**config.mk**
```make
export PLATFORM = sky130hd
export DESIGN_NAME = mult_div_unit
export DESIGN_NICKNAME = d
export VERILOG_FILES = /design/src/rtl/mult_div_unit.sv
export SDC_FILE = /design/constraint.sdc
export NUM_CORES = 1
export LEC_CHECK = 0
export CAP_MARGIN = 20
export CELL_PAD_IN_SITES_DETAIL_PLACEMENT = 0
export CELL_PAD_IN_SITES_GLOBAL_PLACEMENT = 1
export CORE_AREA = 2 2 124 126
export CTS_CLUSTER_DIAMETER = 40
export DETAILED_ROUTE_END_ITERATION = 10
export DIE_AREA = 0 0 126 128
export GPL_TIMING_DRIVEN = 0
export PLACE_DENSITY_LB_ADDON = 0.1
export SETUP_SLACK_MARGIN = 0.1
export SLEW_MARGIN = 0
export SYNTH_ARGS = -nofsm -noshare
export SYNTH_HDL_FRONTEND = slang
export SYNTH_SLANG_ARGS = --single-unit
export TNS_END_PERCENT = 10
```
**constraint.sdc**
```tcl
create_clock -name clk -period 4.9 [get_ports clk]
set_input_delay 0.49 -clock clk [delete_from_list [all_inputs] [get_ports clk]]
set_output_delay 0.49 -clock clk [all_outputs]
set_load 0.1 [all_outputs]
```
**src/rtl/mult_div_unit.sv**
```systemverilog
// ---------------------------------------------------------------------------
// mult_div_unit
// Multi-cycle unsigned multiply/divide unit that owns the HI/LO pair for the
// EX stage. An accepted operation runs for WIDTH cycles with busy high. HI/LO
// are then written in one step and done pulses for one cycle.
//
// Ports
//   clk          rising-edge clock
//   rst          asynchronous reset, active-low
//   start        request a new operation (accepted in IDLE or DONE only)
//   op           0 = MULT (unsigned), 1 = DIV (unsigned)
//   val1, val2   multiplicand/dividend, multiplier/divisor
//   hi_we, lo_we MTHI / MTLO write enables (ignored while running)
//   wdata        MTHI / MTLO write data
//   busy         high while an operation is running
//   done         one-cycle pulse when HI/LO receive a new result
//   hi, lo       registered HI/LO contents
// ---------------------------------------------------------------------------
module mult_div_unit #(
    parameter int WIDTH = 16
) (
    input  logic             clk,
    input  logic             rst,
    input  logic             start,
    input  logic             op,
    input  logic [WIDTH-1:0] val1,
    input  logic [WIDTH-1:0] val2,
    input  logic             hi_we,
    input  logic             lo_we,
    input  logic [WIDTH-1:0] wdata,
    output logic             busy,
    output logic             done,
    output logic [WIDTH-1:0] hi,
    output logic [WIDTH-1:0] lo
);

    localparam int CW = (WIDTH > 1) ? $clog2(WIDTH) : 1;
    localparam logic [CW-1:0] CNT_LAST = CW'(WIDTH - 1);

    typedef enum logic [1:0] {
        S_IDLE,
        S_RUN,
        S_DONE
    } state_t;

    state_t                 state_q;
    logic [CW-1:0]          cnt_q;
    logic                   op_q;
    logic [WIDTH-1:0]       a_q;
    logic [WIDTH-1:0]       b_q;
    logic [WIDTH-1:0]       hi_q;
    logic [WIDTH-1:0]       lo_q;

    // One shared accumulator for both operations.
    //   MULT: {partial product high half, remaining multiplier bits}
    //   DIV : {partial remainder, remaining dividend / growing quotient}
    logic [2*WIDTH-1:0]     acc_q;
    logic [2*WIDTH-1:0]     acc_d;

    logic [WIDTH:0]         mul_sum;
    logic [WIDTH:0]         rem_try;
    logic [WIDTH-1:0]       rem_diff;
    logic [WIDTH-1:0]       rem_keep;
    logic                   rem_ge;

    always_comb begin
        // Shift-add: add the multiplicand into the high half when the current
        // multiplier bit is set, then shift the whole accumulator right. The
        // carry lands in the top bit, so the 2W-bit product is kept intact.
        mul_sum = {1'b0, acc_q[2*WIDTH-1:WIDTH]}
                + (acc_q[0] ? {1'b0, a_q} : '0);

        // Restoring step: shift the remainder left pulling in the next
        // dividend bit (W+1 bits), subtract when it fits. A zero divisor
        // always fits, yielding all-ones quotient and remainder = dividend.
        rem_try  = acc_q[2*WIDTH-1:WIDTH-1];
        rem_ge   = (rem_try >= {1'b0, b_q});
        rem_diff = rem_try[WIDTH-1:0] - b_q;
        rem_keep = rem_ge ? rem_diff : rem_try[WIDTH-1:0];

        if (op_q) begin
            acc_d = {rem_keep, acc_q[WIDTH-2:0], rem_ge};
        end else begin
            acc_d = {mul_sum, acc_q[WIDTH-1:1]};
        end
    end

    always_ff @(posedge clk or negedge rst) begin
        if (!rst) begin
            state_q <= S_IDLE;
            cnt_q   <= '0;
            op_q    <= 1'b0;
            a_q     <= '0;
            b_q     <= '0;
            acc_q   <= '0;
            hi_q    <= '0;
            lo_q    <= '0;
        end else begin
            case (state_q)
                S_IDLE, S_DONE: begin
                    if (hi_we) hi_q <= wdata;
                    if (lo_we) lo_q <= wdata;
                    if (start) begin
                        op_q    <= op;
                        a_q     <= val1;
                        b_q     <= val2;
                        cnt_q   <= '0;
                        acc_q   <= {{WIDTH{1'b0}}, (op ? val1 : val2)};
                        state_q <= S_RUN;
                    end else begin
                        state_q <= S_IDLE;
                    end
                end
                S_RUN: begin
                    acc_q <= acc_d;
                    cnt_q <= cnt_q + CW'(1);
                    if (cnt_q == CNT_LAST) begin
                        hi_q    <= acc_d[2*WIDTH-1:WIDTH];
                        lo_q    <= acc_d[WIDTH-1:0];
                        state_q <= S_DONE;
                    end
                end
                default: state_q <= S_IDLE;
            endcase
        end
    end

    assign busy = (state_q == S_RUN);
    assign done = (state_q == S_DONE);
    assign hi   = hi_q;
    assign lo   = lo_q;

endmodule

```
# Word level (Yosys, flattened, before mapping)
# Index checks and enable logic that the tools add are counted.
# totals
register_bits	103
latchBits	0
ram_bits	0
romBits	0
wordCells	43
mem_count	0
# op_classes
addsub	3
n_mul	0
n_div	0
order_cmp	1
eq_ne	7
shift	0
muxes	17
bitwise	0
reduce_logical	7
# ops
operator	count
16-bit two-way mux	7
32-bit two-way mux	2
16-bit case mux with 2 select lines	2
32-bit case mux with 2 select lines	1
16-bit by 16-bit adder with 17-bit output	1
17-bit by 16-bit greater-or-equal comparator with 1-bit output	1
16-bit subtractor	1
4-bit case mux with 2 select lines	1
2-bit inequality test (second input constant)	3
3-bit AND reduction	2
4-bit by 1-bit adder with 4-bit output (second input constant)	1
4-bit equality test (second input constant)	1
4-bit two-way mux	1
2-bit case mux with 2 select lines	1
2-bit AND reduction	2
2-bit by 1-bit equality test with 1-bit output (second input constant)	1
2-bit equality test (second input constant)	1
2-bit zero test	1
2-bit two-way mux	1
2-bit by 1-bit inequality test with 1-bit output (second input constant)	1
2-bit nonzero test	1
2-bit OR reduction	1
1-bit two-way mux	1

# Longest topological paths before layout
# depth
ltp_word	5
mapped_depth	12

# Least setup slack after synthesis
# OpenSTA, ideal clock, no wires.
# synth_path
path_kind	register -> register
start	register acc_q[21]
end	register acc_q[29]
arrival_ns	2.828
required_time_ns	4.779
path_slack_ns	1.951
stages_incl_launch_ff	11
path_buffers	1
path_cell_list	dfrtp_1 -> ha_1 -> buf_6 -> a211oi_2 -> o21bai_1 -> or4_4 -> a21o_1 -> o21ai_4 -> mux2_2 -> o32a_1 -> a22o_1
# synth_via
elab_chain_cells	4
word_cells_on_any_way	6
cone_classes	2 x add/sub; 1 x order compare; 3 x mux
# synth_lines
element	line	source
start, declared	57	logic [2*WIDTH-1:0] acc_q;
start signal, assigned	108	acc_q <= {{WIDTH{1'b0}}, (op ? val1 : val2)};
16-bit subtractor or 17-bit by 16-bit greater-or-equal comparator with 1-bit output (tied branches)	78, 77	
16-bit two-way mux	79	rem_keep = rem_ge ? rem_diff : rem_try[WIDTH-1:0];
32-bit two-way mux (*)	81	if (op_q) begin
32-bit case mux with 2 select lines (*)	99	case (state_q)
# Mark *: on every way between the ends. The rest lies on a longest branch, timed or not.
# A chain may end at the register's enable or synchronous reset.

# Worst setup path in the final report
# layout_path
start	register state_q[0]
end	output port busy
# layout_via
elab_chain_cells	1
# layout_lines
element	line	source
start, declared	46	state_t state_q;
start signal, assigned	90	state_q <= S_IDLE;
start signal, assigned	109	state_q <= S_RUN;
start signal, assigned	111	state_q <= S_IDLE;
2-bit by 1-bit equality test with 1-bit output	128	assign busy = (state_q == S_RUN);
end, declared	31	output logic busy,
# No other way between the ends.

==> metrics.md <==
| Metric | Value |
|---|---|
| Syn_area_per_cell | `8.65 sq um` |
| WP data required | `4.41 ns` |
| Routed via count | `5993` |
| Rows | `45` |
| I/O Buffers | `86` |
| Layout net count | `939` |
| Clock Pin Slew Worst Setup and Hold Paths | `0.07 ns` |
| Vias in the first global route | `5914` |
| Seq/Total Area, Yosys | `39.6%` |
| FF-to-FF path depth | `12` |
| Top cells by area, synth | `dfrtp_1 (40%), nand2_1 (8.5%), ha_1 (6.3%)` |
| CTS Root Cell | `clkbuf_16` |
| Slew Limit Fails | `0` |
| R2R Path Start | `acc_q[0]` |
| Seq cells post-synth | `103` |
| Worst-path maximum fanout | `10` |
| Setup TNS | `0 ns` |
| GPL Wtd Cong | `0.945` |
| Number of synthesis warnings | `0` |
| Synth area leader | `dfrtp_1` |
| Core box area | `14900 sq um` |
| Setup bufs post-CTS | `0` |
| Area Growth Syn to Fin | `22.1%` |
| Cells after DPL | `1027` |
| IO Count | `88` |
| Commonest non-fill, non-tap cell in the layout | `nand2_1` |
| CTS tree | `yes` |
| Post-synth ARST share | `100%` |
| 1st-iter DRT viols | `502` |
| Fin crit period | `4.08 ns` |
| Initial antenna violation count | `0` |
| Full die area | `16100 sq um` |
| Post-CTS sizing | `0` |
| DP Wirelength | `16.7 mm` |
| Status | `finished, final reports clean` |
| Worst EP arrival | `3.59 ns` |
| Period utilization | `83.3%` |
| CTS Buf Count | `9` |
| Slew @ Worst Pin | `1.00 ns` |
| WHS | `0.145 ns` |
| Max Cap Viol | `0` |
| M2 GR Usage | `43.4%` |
| Worst Skew | `0.00753 ns` |
| Hold WC Path Type | `input port to async pin` |
| DRC Markers | `0` |
| Worst Setup End Kind | `output pin` |
| Final hold vios | `0` |
| Crit Path Category | `flip-flop to output pin` |
| Antenna diodes | `0` |
| Share of cells above drive strength 1 | `5.50%` |
| R2r setup slk | `1.05 ns` |
| Largest net degree at the start of global routing | `58` |
| Drt pass-1 iters | `5` |
| M1 GR Usage | `37.1%` |
| Synthesized net count | `841` |
| Netlist Area Pre-Place | `6510 sq um` |
| RSZ-0062 raised after global routing | `no` |
| Cts-stage hold buffer count | `0` |
| Die Width | `126 microns` |
| Max-Slew Margin vs Limit | `32.8%` |
| Gr usage total | `26.7%` |
| Area after DPL | `7630 sq um` |
| RR Endpoint | `hi[11]` |
| Congestion Overflow GR | `0` |
| Routed Antenna Nets | `0` |
| Skew-Pair Late Insertion Delay | `0.36 ns` |
| Vias per inst | `5.75` |
| Synth unique cells | `60` |
| First-pass GRT wire length | `33.0 mm` |
| Starting Density | `43.8%` |
| Post-Synthesis Cells | `752` |
| Commonest non-fill, non-tap cells in the layout | `nand2_1 (148), dfrtp_1 (103), clkdlybuf4s50_1 (85)` |
| Clk sinks | `103` |
| Clk buf depth | `2` |
| Routed len/inst | `20.5 microns` |
| Final instance area | `7950 sq um` |
| Top-area cell type share of the netlist area | `39.6%` |
| Global routing's busiest layer | `met2` |
| Setup violations, final | `0` |
| Post-synth EDFFs | `0` |
| Dominant synthesized flop cell | `dfrtp_1` |
| H-tree levels | `3` |
| Fraction of met3 tracks used by global routing | `3.55%` |
| Fmax | `245 MHz` |
| Die H | `128 microns` |
| Routed wire length | `21.3 mm` |
| Critical path startpoint category | `flip-flop` |
| Critical Path Source | `state_q[0]` |
| Post-Layout Cell Count | `1042` |
## cell type report
type	instances	area [sq um]
flip-flops and latches	103	2580
well taps	188	235
clock inverters	5	81.3
repair buffers	87	886
plain buffers	41	173
fillers	1457	6920
multi-input cells	582	3660
clock buffers	10	239
inverters	26	97.6
## how the worst max path moves through the flow
stage	endpoint	slack [ns]	cells after the start
4_1_cts	busy	0.85	6
3_3_place_gp	b_q[12]	-0.69	1
6_report	busy	0.82	6
3_5_place_dp	hi[11]	1.15	12
2_1_floorplan	acc_q[29]	1.95	10
5_1_grt	busy	0.68	6
## registers in the layout, summed over array words and instances, names as in the netlist
signal	count
b_q	16
op_q	1
a_q	16
acc_q	32
lo	16
cnt_q	4
hi	16
state_q	2
## critical path, cell delays in order (launching register included)
cell             delay (ns)
dfrtp_1                0.49
nand2b_1               0.08
clkbuf_1               0.28
inv_1                  0.20
clkbuf_1               0.49
clkbuf_1               0.44
clkdlybuf4s50_1        1.25
## Yosys cell counts (5+ instances only)
master / number
o211ai_1: 10
and2_1: 17
a211oi_1: 7
ha_1: 33
nand4_1: 5
dfrtp_1: 103
mux2_2: 15
nor3_1: 12
xnor2_1: 17
nand3_1: 11
buf_1: 5
xor2_1: 6
inv_1: 26
nand2_1: 148
o21ai_0: 81
nor2_1: 38
mux2i_1: 31
a21oi_1: 49
a31oi_1: 12
a21o_1: 17
nor2b_1: 6
clkbuf_1: 34
## stage by stage
step | util [%] | setup WS [ns]
6_report | 53.5 | 0.819
5_1_grt | 53.5 | 0.680
4_1_cts | 53.5 | 0.846
3_5_place_dp | 51.3 | 1.15
3_3_place_gp | 51.2 | -0.695
2_1_floorplan | - | 1.95
## logic make-up (layout without fill, tap and decap cells)
group           count (synthesis)  count (layout)  share of synthesized area, %
simple gates                  255             255                          17.3
compound gates                223             223                          21.5
flops                         103             103                          39.6
buf+inv                        67             169                          4.15
mux                            46              46                          7.36
fa+ha+maj                      35              35                          6.96
xor+xnor                       23              23                          3.10
## layer usage
| layer | vias to the layer above | wire [microns] |
|---|---|---|
| li1 | 2848 | - |
| met1 | 2915 | 9810 |
| met2 | 208 | 9840 |
| met3 | 22 | 1220 |
| met4 | 0 | 441 |
| met5 | - | 0 |
Power is left out: the tool's default activity adds up to more than one toggle a clock period on the data nets, which glitch-free logic cannot reach.
